### config.mk
export PLATFORM = sky130hd
export DESIGN_NAME = notch_coef_ctrl
export DESIGN_NICKNAME = d
export VERILOG_FILES = /design/src/rtl/notch_coef_ctrl.sv
export SDC_FILE = /design/constraint.sdc
export NUM_CORES = 1
export LEC_CHECK = 0
export BUFFER_PORTS_ARGS = -buffer_cell sky130_fd_sc_hd__buf_2
export CAP_MARGIN = 20
export CORE_MARGIN = 3
export CORE_UTILIZATION = 30
export DETAILED_ROUTE_END_ITERATION = 8
export HOLD_SLACK_MARGIN = 0.15
export PLACE_DENSITY_LB_ADDON = 0.12
export SLEW_MARGIN = 15
export SYNTH_ARGS = -nofsm -noshare
export SYNTH_HDL_FRONTEND = slang
export SYNTH_SLANG_ARGS = --single-unit
export TNS_END_PERCENT = 10
### constraint.sdc
create_clock -name clk -period 2.9 [get_ports clk]
set_input_delay 0.145 -clock clk [delete_from_list [all_inputs] [get_ports clk]]
set_output_delay 0.145 -clock clk [all_outputs]
set_load 0.02 [all_outputs]
### src/rtl/notch_coef_ctrl.sv
// rtl/notch_coef_ctrl.sv - shadow/active coefficient bank with sample-aligned swap, clear and settle bypass
module notch_coef_ctrl #(
    parameter int               WIDTH  = 16,
    parameter logic [WIDTH-1:0] B0     = 16'h4000,
    parameter logic [WIDTH-1:0] B1     = 16'h678E,
    parameter logic [WIDTH-1:0] B2     = 16'h4000,
    parameter logic [WIDTH-1:0] A1     = 16'h6473,
    parameter logic [WIDTH-1:0] A2     = 16'h3C38,
    parameter int               SETTLE = 8
) (
    input  logic             clk,
    input  logic             rst_n,
    input  logic             smp_valid,
    input  logic             cfg_wr,
    input  logic [2:0]       cfg_addr,
    input  logic [WIDTH-1:0] cfg_data,
    input  logic             cfg_commit,
    output logic             cfg_busy,
    output logic             cfg_err,
    output logic             commit_done,
    output logic [WIDTH-1:0] coef_b0,
    output logic [WIDTH-1:0] coef_b1,
    output logic [WIDTH-1:0] coef_b2,
    output logic [WIDTH-1:0] coef_a1,
    output logic [WIDTH-1:0] coef_a2,
    output logic             filt_clr,
    output logic             bypass
);

    typedef enum logic [1:0] {
        ST_IDLE,
        ST_PEND,
        ST_CLEAR,
        ST_SETTLE
    } state_t;

    // Settle length as an 8-bit terminal count for the sample counter.
    localparam logic [7:0] SETTLE_N = 8'(SETTLE);

    state_t           state_q, state_d;
    logic [WIDTH-1:0] sh_q  [5];
    logic [WIDTH-1:0] sh_d  [5];
    logic [WIDTH-1:0] act_q [5];
    logic [WIDTH-1:0] act_d [5];
    logic [7:0]       cnt_q, cnt_d;
    logic             busy_q, busy_d;
    logic             err_q, err_d;
    logic             done_q, done_d;
    logic             clr_q, clr_d;
    logic             byp_q, byp_d;

    // Next-state logic: shadow writes in IDLE, swap on the first sample in PEND,
    // one-cycle clear, then count samples in bypass until the new response settles.
    always_comb begin
        state_d = state_q;
        sh_d    = sh_q;
        act_d   = act_q;
        cnt_d   = cnt_q;
        busy_d  = busy_q;
        err_d   = 1'b0;
        done_d  = 1'b0;
        clr_d   = 1'b0;
        byp_d   = byp_q;

        case (state_q)
            ST_IDLE: begin
                // The write is applied before the commit so a same-cycle write joins it.
                if (cfg_wr) begin
                    case (cfg_addr)
                        3'd0:    sh_d[0] = cfg_data;
                        3'd1:    sh_d[1] = cfg_data;
                        3'd2:    sh_d[2] = cfg_data;
                        3'd3:    sh_d[3] = cfg_data;
                        3'd4:    sh_d[4] = cfg_data;
                        default: ;
                    endcase
                end
                if (cfg_commit) begin
                    state_d = ST_PEND;
                    busy_d  = 1'b1;
                end
            end
            ST_PEND: begin
                // The strobed sample still uses the old bank; the swap lands on its edge.
                if (smp_valid) begin
                    act_d   = sh_q;
                    state_d = ST_CLEAR;
                    clr_d   = 1'b1;
                    byp_d   = 1'b1;
                end
            end
            ST_CLEAR: begin
                // A sample arriving here is deliberately not counted.
                cnt_d = 8'd0;
                if (SETTLE_N != 8'd0) begin
                    state_d = ST_SETTLE;
                end else begin
                    state_d = ST_IDLE;
                    byp_d   = 1'b0;
                    busy_d  = 1'b0;
                    done_d  = 1'b1;
                end
            end
            ST_SETTLE: begin
                if (smp_valid) begin
                    if (cnt_q + 8'd1 == SETTLE_N) begin
                        state_d = ST_IDLE;
                        cnt_d   = 8'd0;
                        byp_d   = 1'b0;
                        busy_d  = 1'b0;
                        done_d  = 1'b1;
                    end else begin
                        cnt_d = cnt_q + 8'd1;
                    end
                end
            end
            default: state_d = ST_IDLE;
        endcase

        // Any host request while busy is dropped and flagged one cycle later.
        if ((cfg_wr || cfg_commit) && busy_q) begin
            err_d = 1'b1;
        end
    end

    // State and registered outputs; reset restores the parameter coefficients.
    always_ff @(posedge clk or negedge rst_n) begin
        if (!rst_n) begin
            state_q  <= ST_IDLE;
            sh_q[0]  <= B0;
            sh_q[1]  <= B1;
            sh_q[2]  <= B2;
            sh_q[3]  <= A1;
            sh_q[4]  <= A2;
            act_q[0] <= B0;
            act_q[1] <= B1;
            act_q[2] <= B2;
            act_q[3] <= A1;
            act_q[4] <= A2;
            cnt_q    <= 8'd0;
            busy_q   <= 1'b0;
            err_q    <= 1'b0;
            done_q   <= 1'b0;
            clr_q    <= 1'b0;
            byp_q    <= 1'b0;
        end else begin
            state_q <= state_d;
            sh_q    <= sh_d;
            act_q   <= act_d;
            cnt_q   <= cnt_d;
            busy_q  <= busy_d;
            err_q   <= err_d;
            done_q  <= done_d;
            clr_q   <= clr_d;
            byp_q   <= byp_d;
        end
    end

    assign cfg_busy    = busy_q;
    assign cfg_err     = err_q;
    assign commit_done = done_q;
    assign filt_clr    = clr_q;
    assign bypass      = byp_q;
    assign coef_b0     = act_q[0];
    assign coef_b1     = act_q[1];
    assign coef_b2     = act_q[2];
    assign coef_a1     = act_q[3];
    assign coef_a2     = act_q[4];

endmodule

# ---- Yosys cells after proc, flatten, opt, wreduce, memory -nomap -nowiden
# Cells that the tools add are included.
dict set report totals {
  regBits 175
  input_bits 24
  wordCells 67
}
dict set report classes {
  addsub 1
  n_eq_ne 12
  n_mux 20
  n_reduce_logical 17
}
# cell count
set ops {}
lappend ops {{8-bit two-way mux} 2}
lappend ops {{8-bit one-hot mux with 2 select lines} 1}
lappend ops {{3-bit AND reduction} 5}
lappend ops {{4-bit AND reduction} 3}
lappend ops {{1-bit two-way mux} 10}
lappend ops {{8-bit by 1-bit adder with 8-bit output, second input constant} 1}
lappend ops {{8-bit by 4-bit == test with 1-bit output, second input constant} 1}
lappend ops {{2-bit two-way mux} 4}
lappend ops {{2-bit inequality test, second input constant} 4}
lappend ops {{2-bit one-hot mux with 4 select lines} 1}
lappend ops {{3-bit by 2-bit == test with 1-bit output, second input constant} 2}
lappend ops {{2-bit nonzero test} 3}
lappend ops {{2-bit == test, second input constant} 2}
lappend ops {{1-bit one-hot mux with 2 select lines} 2}
lappend ops {{2-bit AND reduction} 2}
lappend ops {{3-bit by 1-bit == test with 1-bit output, second input constant} 1}
lappend ops {{3-bit == test, second input constant} 1}
lappend ops {{3-bit zero test} 1}
lappend ops {{2-bit by 1-bit == test with 1-bit output, second input constant} 1}
lappend ops {{2-bit zero test} 1}
lappend ops {{1-bit logical AND} 1}
lappend ops {{1-bit logical OR} 1}

# ---- Depth between registers and ports, before layout
# Gate-level depths: netlist of the first run.
dict set report logic_depth {
  word_depth 5
  mapped_depth 8
  depth_no_buf 7
}

# ---- Worst setup path after synthesis of the first run
# OpenSTA, ideal clock, no wires.
dict set report synth_timing {
  kind {register -> register}
  startpoint {register state_q[0]}
  endpoint {register sh_q[53] (netlist name)}
  setup_ps 125
  arrival_time_ps 1922
  required_ps 2775
  slack_ps 854
  path_stages_with_launch 7
  path_cell_list {dfrtp_1 inv_1 ha_1 nand2_1 nor4b_2 buf_2 mux2_2}
}
dict set report synth_via {
  elab_chain_len 2
}
# element line
set synth_rtl {}
lappend synth_rtl {{from (decl)} 40} ;# state_t state_q, state_d;
lappend synth_rtl {{from (signal assigned)} 147} ;# state_q <= state_d;
lappend synth_rtl {{2-bit zero test} 65} ;# case (state_q)
lappend synth_rtl {{3-bit AND reduction (no line)} -}
lappend synth_rtl {{to (decl)} 41} ;# logic [WIDTH-1:0] sh_q [5];
# Every way passes these cells.
# A chain may end at the register's enable or synchronous reset.

# ---- Worst setup path after layout of the first run
dict set report layout_timing {
  startpoint {register cnt_q[0]}
  endpoint {register state_q[1]}
}
dict set report layout_via {
  elab_chain_len 4
}
# element line
set layout_rtl {}
lappend layout_rtl {{from (decl)} 45} ;# logic [7:0] cnt_q, cnt_d;
lappend layout_rtl {{from (signal assigned)} 150} ;# cnt_q <= cnt_d;
lappend layout_rtl {{8-bit by 1-bit adder with 8-bit output} 106} ;# if (cnt_q + 8'd1 == SETTLE_N) begin
lappend layout_rtl {{8-bit by 4-bit == test with 1-bit output} 106}
lappend layout_rtl {{2-bit inequality test (no line)} -}
lappend layout_rtl {{4-bit AND reduction (no line)} -}
# Every way passes these cells.

==> results.md, run 1 <==
* Status: finished clean
* Sequential-to-total area share from yosys stat at around 65%
* Synth Area per Inst at 15.71 um^2
* Worst EP required at 3200 ps
* Routed Antenna Nets at 0
* Remaining DRCs at 0
* WP data arrival at 2350 ps
* Core area at 22090 um^2
* DRT Pass-1 Iters at 5
* Die X at approximately 160 um
* Design area at 8566 um^2
* Worst-path cell chain: nand3_2, or3_1, a211oi_2, o21ai_2, mux2_4
* Number of fill cells in the layout at 2096
* Root Driver: clkbuf_16
* Post-synth cell types at 34
* Die area at 24580 um^2
* Detail Placement HPWL at 10430 um
* WL final at 15810 um
* Tcrit/Tclk final at 70.52%
* Hold slack at 282.5 ps
* Shortest period the worst path allows at 2045 ps
* Initial DRC count at 130
* Slowest stage cell, crit path: a211oi_2
* RSZ-0062 raised after global routing: false
* Pin count of the biggest net entering global routing at 72
* Hold Path Class: in2async
* Skew final at 12.12 ps
* P&R area growth vs syn at 25.61%
* CTS tree: built
* Share of cells above drive strength 1 at 63.05%
* Post-Place Setup Slack at 877.3 ps
* I/O pin count at 109
* Maxcap violations at 0
* Final Slew Violations at 0
* Critical Path Source Type: flop
* Initial Util at a little under a third
* Global-route wire length before repair at 25050 um
* Final worst slack at 854.8 ps
* Commonest cells post-synth: mux2_2 (160), dfrtp_1 (123), dfstp_2 (52)
* # rows at 54
* Worst Reg-to-Reg Cells at 5
* Clk sinks at 175
* Synth area leaders: dfrtp_1 (45%), mux2_2 (26%), dfstp_2 (20%)
* Slew margin rel. at 53.73%
* CP Launch Point: cnt_q[0]
* DP Area at around 7800 um^2
* Vias/cell at 4.599
* Maximum vdd ir drop at between 0.3 and 0.4 mV
* Reg2Reg Capture Point: state_q[1]
* Post-CTS Resized at 0
* Synth top area share at 45.14%
* Die Ht at 156.8 um
* Number of synthesized flops with an enable pin at 0
* R2R Path Start: cnt_q[0]
* Clk_lat worst skew at roughly 430 ps
* Setup_tns at 0 ps
* P_leak at 0.004016 uW
* Cell taking the most area after synthesis: dfrtp_1
* Vias in the first global route at 4251
* Final count of negative-setup-slack endpoints at 0
* Clk slew on worst S/H paths at 70 ps
* Grt ovf at 0
* Synthesized area at 6819 um^2
* Synthesized instance count at 434
* Most frequent cell after synthesis: mux2_2
* DR vias at 4001
* Total GRT Usage at 13.50%
* CP endpoint kind: flop
* Synth Register Bits at between 150 and 200
* Max Freq at 489.0 MHz
* Global placement routability congestion at 0.8208
* Syn. warnings at 0
* Num CTS Buffers at 17
* CP Class: reg2reg
* Routed len/inst at 18.17 um
* Setup crit end: state_q[1]
* Antenna cell count at 0
* Power Density at 1057 nW/um^2
* Worst slew pin tran at 694.1 ps
* H-tree Lvls at 4
* CP peak stage delay at 490 ps
* Initial antenna violation count at 0
* Maximum clock path buffer count at 2
* Layout Nets at 606
* Syn Nets at about 460
* Asr flop ratio synth at 100.0%
* PortBufs at 108
* Final hold violations at 0
* Primary FF master, synth: dfrtp_1
* Worst Path Max Fanout at 8
* R2R Setup Slk at approximately 850 ps
## cells by family (layout without fill, tap and decap cells)
family / after synthesis / count (layout) / synth area share, %
buffers and inverters: 21 / 177 / 1.193
DFF: 175 / 175 / 65.17
muxes: 163 / 163 / 26.94
AOI/OAI and AO/OA: 21 / 21 / 2.037
and+or+nand+nor: 44 / 44 / 3.101
xor gates and xnor gates: 5 / 5 / 0.6423
adders and majority gates: 5 / 5 / 0.9174
## flip-flops by register name, summed over array words and instances (netlist names), 2 cells and up
signal / flops
coef_a1: 16
coef_b0: 16
coef_b1: 16
state_q: 2
coef_a2: 16
sh_q: 80
coef_b2: 16
cnt_q: 8
## worst min path at each step
| stage | slack [ps] | endpoint | start | cells after the start |
|---|---|---|---|---|
| after floorplan | -150 | bypass | rst_n | 0 |
| after global placement | 200 | coef_a2[2] | rst_n | 1 |
| after detailed placement | 210 | coef_a2[2] | rst_n | 1 |
| after CTS | 340 | coef_a2[2] | rst_n | 2 |
| after global routing | 350 | coef_a2[2] | rst_n | 2 |
| final | 280 | coef_a2[2] | rst_n | 2 |
## area by class of cell
type	count	area [um^2]	share of cell area [%]
tap	280	350.3	4.090
clock buffer	22	474.2	5.536
multi-input combinational	238	2307	26.94
clock inverter	10	125.1	1.461
inverter	6	22.52	0.2629
timing repair buffer	139	842.1	9.831
sequential	175	4444	51.88
## repair_timing
| action | in CTS | in global routing |
|---|---|---|
| hold buffers | 20 | 0 |
| buffers inserted | 0 | 0 |
| hold endpoints to repair | 129 | 0 |
## critical path, delay by kind of cell, from the launching register on
kind / cells / cell delay, ps
compound gates: 2 / 630
flops: 1 / 480
mux: 1 / 310
simple gates: 2 / 510
## report_power, final
part / total (uW) / switching (uW) / internal (uW)
logic: 2640 / 1380 / 1260
registers: 4080 / 485 / 3590
clock network: 2330 / 977 / 1360
total: 9050 / 2840 / 6210
## per-stage QoR
stage / utilization, % / cells / total power (uW)
floorplan: - / 434 / 5827
global placement: 35.15 / 818 / 6707
detailed placement: 35.15 / 818 / 6802
CTS: 38.77 / 870 / 9200
global route: 38.77 / 870 / 9601
finish: 38.77 / 870 / 9051
## layout by cell type, fill, tap and decap left out, drive strengths merged, types with 2 or more instances in the layout
cell         count
buf            119
nand3            4
nor2            14
dfstp           52
nand4            3
clkinv           3
bufinv           2
a21oi            4
a22o             2
mux2i            2
nand2           16
mux2           161
dfrtp          123
dlygate4sd3     20
xor2             2
ha               5
o21ai            9
inv             11
xnor2            3
and3             2
clkbuf          22
## per-layer routing
| metal | global-route usage [%] | part of all wire [%] | vias to the layer above |
|---|---|---|---|
| met2 | 21.36 | 48 | 98 |
| met4 | 4.002 | 1.2 | 0 |
| met1 | 17.48 | 45 | 2078 |
| met3 | 4.812 | 6.6 | 13 |
| met5 | 0 | 0 | - |
| li1 | - | - | 1812 |
No activity file was read; power rests on OpenSTA's default activity.
==> inputs of run 2 (changes only) <==
==> constraint.sdc (replaced) <==
create_clock -name clk -period 1.77 [get_ports clk]
set_input_delay 0.0885 -clock clk [delete_from_list [all_inputs] [get_ports clk]]
set_output_delay 0.0885 -clock clk [all_outputs]
set_load 0.02 [all_outputs]
==> run 2 against run 1 <==
Against the previous run: clock skew fell by 1.6 ps; die area unchanged; sequential power up 64%; first-iteration DRC count decreased by 42%; wire length increased by 1.6%; via count rose by 3.3%; cell count increased by 3.0%; register-to-register slack got worse by 790 ps; global-route usage increased by 0.14 points; critical endpoint is now sh_q[53].
==> results.md, run 2 (synthesis results as in run 1) <==
* Net Sw Frac at 31.54% (+0.15 points)
* Total GRT Usage at 13.64% (+0.14 points)
* Global placement routability congestion at 0.7558 (-7.9%)
* Post-CTS Setup Inserts at 0 (unchanged)
* PortBufs at 108 (unchanged)
* WL final at 16060 um (+1.6%)
* Worst EP required at 2070 ps (-1130 ps)
* Final count of negative-setup-slack endpoints at 0 (unchanged)
* Final hold violations at 0 (unchanged)
* WP data arrival at 2010 ps (-340 ps)
* Skew final at 10.51 ps (-1.613 ps)
* Met2 wire len at 8030 um (+6.8%)
* WP buf/inv at 2 (+2)
* Remaining DRCs at 0 (unchanged)
* Met3 Wirelength at 521 um (-50%)
* DRT Pass-1 Iters at 6 (+1)
* Vias/cell at 4.612 (+0.28%)
* Routed Antenna Nets at 0 (unchanged)
* Layout Nets at 632 (+4.3%)
* Final worst slack at 60.90 ps (-793.9 ps)
* Number of fill cells in the layout at 2079 (-0.81%)
* Die X at 156.8 um (unchanged)
* R2R Setup Slk at 60 ps (-790 ps)
* Max reg flops at 80 (unchanged)
* Routed len/inst at 17.92 um (-1.4%)
* Cell-internal power at 10200 uW (+64%)
* Initial Util at 30.86% (unchanged)
* Num CTS Buffers at 17 (unchanged)
* Maxcap violations at 0 (unchanged)
* Pin count of the biggest net entering global routing at 67 (-6.9%)
* Worst slew pin tran at 420.2 ps (-273.9 ps)
* Comb pwr share at 31.0% (+1.8 points)
* Worst Path Max Fanout at 5 (-3)
* Clock power share at 24.2% (-1.6 points)
* Register Area at 4444 um^2 (unchanged)
* I/O pin count at 109 (unchanged)
* Maximum vdd ir drop at 0.6930 mV (+85%)
* Most common cell after layout, fill and taps aside: mux2_2
* Initial antenna violation count at 0 (unchanged)
* Status: finished clean
* Commonest non-fill, non-tap cells in the layout: mux2_2 (158), dfrtp_1 (123), buf_2 (107)
* Share of cells above drive strength 1 at 65.42% (+2.4 points)
* Switching power at 4699 uW (+65%)
* Clk_lat worst skew at 430 ps (about the same)
* Initial DRC count at 76 (-42%)
* Vias in the first global route at 4388 (+3.2%)
* Multi-input gate area at 2350 um^2 (+1.8%)
* # rows at 54 (unchanged)
* CP delay by family, top: flip-flops
* P&R area growth vs syn at 29.89%
* Detail Placement HPWL at 10950 um (+5.0%)
* RSZ-0062 raised after global routing: true
* Slowest stage cell, crit path: dfrtp_1
* Max Freq at 585.1 MHz (+20%)
* Final Slew Violations at 0 (unchanged)
* Die Ht at 156.8 um (unchanged)
* Sequential share of power at 44.8% (-0.2 points)
* Top Layer Used: met4
* Core area at 22090 um^2 (unchanged)
* P_leak at 0.004151 uW (+3.4%)
* Clk slew on worst S/H paths at 60 ps (about the same)
* Die area at 24580 um^2 (unchanged)
* Hold Path Class: in2async
* Grt ovf at 0 (unchanged)
* Critical Path Source Type: flop
* Top reg by flops: sh_q
* Power Density at 1682 nW/um^2 (+59%)
* Global-route wire length before repair at 25470 um (+1.7%)
* CTS tree: built
* Shortest period the worst path allows at 1709 ps (-336.1 ps)
* Clk sinks at 175 (unchanged)
* Antenna cell count at 0 (unchanged)
* DR vias at 4132 (+3.3%)
* Worst-path cell chain: inv_2, ha_4, nand2_4, nor4b_4, buf_4, mux2_2
* CP endpoint kind: flop
* CP Class: reg2reg
* Slew margin rel. at 71.99% (+18 points)
* Maximum clock path buffer count at 2 (unchanged)
* Post-Place Setup Slack at 25.97 ps (-851.3 ps)
* Met1 WL at 7254 um (+2.7%)
* CP peak stage delay at 390 ps (-100 ps)
* H-tree Lvls at 4 (unchanged)
* Final core utilization at 40.09% (+1.3 points)
* Root Driver: clkbuf_16
* Tcrit/Tclk final at 96.56% (+26 points)
==> run 2: timing repair <==
action | CTS | global route
hold buffers | 21 | 0
endpoints found under the setup margin | 0 | 31
endpoints found under the hold margin | 212 | 0
resized for setup | 0 | 3
==> run 2: worst reg2reg max path, delay by kind of cell (launching register included) <==
kind | cells | cell delay, ps
fa+ha+maj | 1 | 170
simple gates | 2 | 380
buf+inv | 2 | 310
mux | 1 | 340
flops | 1 | 390
==> run 2: final cells by class <==
type                    count  share of cell area [%]
multi-input cells         238                   26.53
well taps                 280                   3.955
clock buffers              21                   5.198
repair buffers            165                   12.70
clock inverters            11                   1.187
inverters                   6                  0.2543
flip-flops and latches    175                   50.18
==> run 2: path summary, 6_finish.rpt <==
path,depth (start not counted),end,start
hold reg to reg,1,coef_b2[8],sh_q[40]
min in group clk,4,sh_q[34],cfg_addr[0]
max in group asynchronous,3,sh_q[4],rst_n
hold / removal,3,coef_a2[9],rst_n
setup / recovery,6,sh_q[53],state_q[1]
setup reg to reg,6,sh_q[53],state_q[1]
==> run 2: power groups by stage <==
stage | clock network (uW) | registers [uW] | logic [uW]
finish | 3600 | 6680 | 4620
global route | 3910 | 6890 | 5000
CTS | 3750 | 6710 | 4720
detailed placement | 0 | 6770 | 4660
global placement | 0 | 6730 | 4550
floorplan | 0 | 7430 | 2180
==> run 2: stage by stage <==
| step | power (uW) | setup TNS, ps | cells | hold slack (ps) | cell area, um^2 |
|---|---|---|---|---|---|
| floorplan | 9611 | -54.22 | 434 | -207.1 | 6874 |
| global placement | 11280 | 0 | 843 | -13.68 | 8061 |
| detailed placement | 11430 | 0 | 843 | -7.453 | 8061 |
| CTS | 15180 | 0 | 896 | 219.0 | 8847 |
| global route | 15810 | -85.69 | 896 | 242.9 | 8857 |
| finish | 14900 | 0 | 896 | 246.1 | 8857 |
==> run 2: layer usage <==
| layer | vias to the layer above | GRT usage [%] |
|---|---|---|
| li1 | 1879 | - |
| met1 | 2158 | 17.48 |
| met2 | 78 | 22.57 |
| met3 | 17 | 3.070 |
| met4 | 0 | 5.127 |
| met5 | - | 0 |
==> inputs of run 3 (changes only) <==
--- a/config.mk
+++ b/config.mk
@@ -8,7 +8,7 @@
 export BUFFER_PORTS_ARGS = -buffer_cell sky130_fd_sc_hd__buf_2
 export CAP_MARGIN = 20
 export CORE_MARGIN = 3
-export CORE_UTILIZATION = 30
+export CORE_UTILIZATION = 41
 export DETAILED_ROUTE_END_ITERATION = 8
 export HOLD_SLACK_MARGIN = 0.15
 export PLACE_DENSITY_LB_ADDON = 0.12
==> run 3 against run 2 <==
Against the previous run: hold slack worse by 63 ps; sequential power about the same; via count shrank 1.4%; critical path depth is 2 higher; wire length down 8.7%; design area rose by 0.76%; fmax fell by 1.8%; worst setup slack worse by 31 ps; clock skew down 3.3 ps; die area decreased by 26%; sequential share of layout area down 0.38 points; critical endpoint is now sh_q[34]; largest cell class unchanged; largest power group unchanged.
==> results.md, run 3 (synthesis results as in run 1) <==
* CP Class: reg2reg
* Detail Placement HPWL at 9971 um (-8.9%)
* Die X at 135.0 um (-14%)
* P_leak at 0.004229 uW (+1.9%)
* Post-Place Setup Slack at 2.275 ps (-23.70 ps)
* Die area at 18220 um^2 (-26%)
* Clk_lat worst skew at 420 ps (about the same)
* Skew final at 7.166 ps (-3.340 ps)
* Total GRT Usage at 16.71% (+3.1 points)
* RSZ-0062 raised after global routing: true
* DP Area at 7989 um^2 (-0.90%)
* Hold slack at 182.9 ps (-63.23 ps)
* Worst Path Max Fanout at 8 (+3)
* Most common cell after layout, fill and taps aside: mux2_2
* Shortest period the worst path allows at 1740 ps (+31.26 ps)
* Vias/cell at 4.892 (+6.1%)
* R2R Setup Slk at 30 ps (-30 ps)
* Overall Power at 15340 uW (+3.0%)
* Share of cells above drive strength 1 at 65.64% (+0.22 points)
* Die Ht at 135.0 um (-14%)
* Critical Path Source Type: flop
* WP data arrival at 2050 ps (+40 ps)
* Routed Antenna Nets at 0 (unchanged)
* Maxcap violations at 0 (unchanged)
* Num CTS Buffers at 17 (unchanged)
* Antenna cell count at 0 (unchanged)
* CTS tree: built
* P&R area growth vs syn at 30.88%
* PortBufs at 108 (unchanged)
* Hold Path Class: in2async
* DRT Pass-1 Iters at 4 (-2)
* # rows at 46 (-15%)
* Root Driver: clkbuf_16
* Max Freq at 574.6 MHz (-1.8%)
* Maximum clock path buffer count at 2 (unchanged)
* Final worst slack at 29.64 ps (-31.26 ps)
* Initial Util at 42.47% (+12 points)
* Final core utilization at 55.58% (+15 points)
* WL final at 14660 um (-8.7%)
* Power Density at 1719 nW/um^2 (+2.2%)
* DR vias at 4075 (-1.4%)
* Clk sinks at 175 (unchanged)
* CP endpoint kind: flop
* Final Slew Violations at 0 (unchanged)
* Pin count of the biggest net entering global routing at 49 (-27%)
* Remaining DRCs at 0 (unchanged)
* Commonest non-fill, non-tap cells in the layout: mux2_2 (149), dfrtp_1 (123), buf_2 (107)
* Design area at 8925 um^2 (+0.76%)
* Maximum vdd ir drop at 0.7819 mV (+13%)
* Slew margin rel. at 67.78% (-4.2 points)
* Global placement routability congestion at 0.7183 (-5.0%)
* Status: finished clean
* I/O pin count at 109 (unchanged)
* Worst EP required at 2080 ps (about the same)
* Routed len/inst at 17.60 um (-1.8%)
* Worst slew pin tran at 483.3 ps (+63.18 ps)
* Top reg by flops: sh_q
* Initial DRC count at 175 (+130%)
* Layout Nets at 633 (+0.16%)
* Tcrit/Tclk final at 98.33% (+1.8 points)
* Initial antenna violation count at 0 (unchanged)
* Grt ovf at 0 (unchanged)
* Final hold violations at 0 (unchanged)
* H-tree Lvls at 4 (unchanged)
* Clk slew on worst S/H paths at 60 ps (about the same)
* Final count of negative-setup-slack endpoints at 0 (unchanged)
* Vias in the first global route at 4305 (-1.9%)
* Max reg flops at 80 (unchanged)
* Core area at 16060 um^2 (-27%)
* Global-route wire length before repair at 23380 um (-8.2%)
run 3: metal layers:
metal / routed length [um] / global-route usage, % / part of all wire (%) / vias to the layer above
met2: 7212 / 27.29 / 49 / 77
met5: 0 / 0 / 0 / -
met1: 6625 / 21.65 / 45 / 2097
met3: 645 / 4.322 / 4.4 / 15
li1: - / - / - / 1886
met4: 179 / 6.159 / 1.2 / 0
run 3: report_power, final:
| part | switching (uW) | internal (uW) | total [uW] |
|---|---|---|---|
| registers | 774 | 5890 | 6660 |
| clock network | 1480 | 2440 | 3920 |
| logic | 2350 | 2400 | 4760 |
| total | 4610 | 10700 | 15300 |
run 3: final timing paths:
kind,from,to,cells after the start
setup reg to reg,state_q[0],sh_q[34],8
setup / recovery,state_q[0],sh_q[34],8
max in group asynchronous,rst_n,coef_b1[8],3
hold / removal,rst_n,cnt_q[6],2
hold reg to reg,sh_q[6],coef_a2[6],1
min in group clk,cfg_addr[0],sh_q[38],4
run 3: layout make-up:
cell class	instances	area, um^2
Clock buffer	22	464.2
Clock inverter	10	160.2
Fill cell	1319	7133
Inverter	6	25.02
Multi-Input combinational cell	238	2386
Sequential cell	175	4444
Tap cell	216	270.3
Timing Repair Buffer	166	1175
run 3: metrics by stage:
step / TNS (ps) / instances
6_report: 0 / 833
3_3_place_gp: 0 / 775
4_1_cts: 0 / 827
3_5_place_dp: 0 / 775
2_1_floorplan: -54.22 / 434
5_1_grt: -218.6 / 833
run 3: critical path: stages (launching register included):
cell	delay [ps]
dfrtp_1	420
inv_2	110
ha_4	160
nand2_4	60
nor2_4	100
nand2_2	70
nor2_4	180
clkbuf_16	190
mux2_2	330
run 3: repair_timing:
item,CTS,global route
gates resized for setup,0,16
hold buffers,20,0
pin swaps,1,4
cloned,0,1
setup buffers,0,5
hold endpoints to repair,216,0
endpoints found under the setup margin,5,47
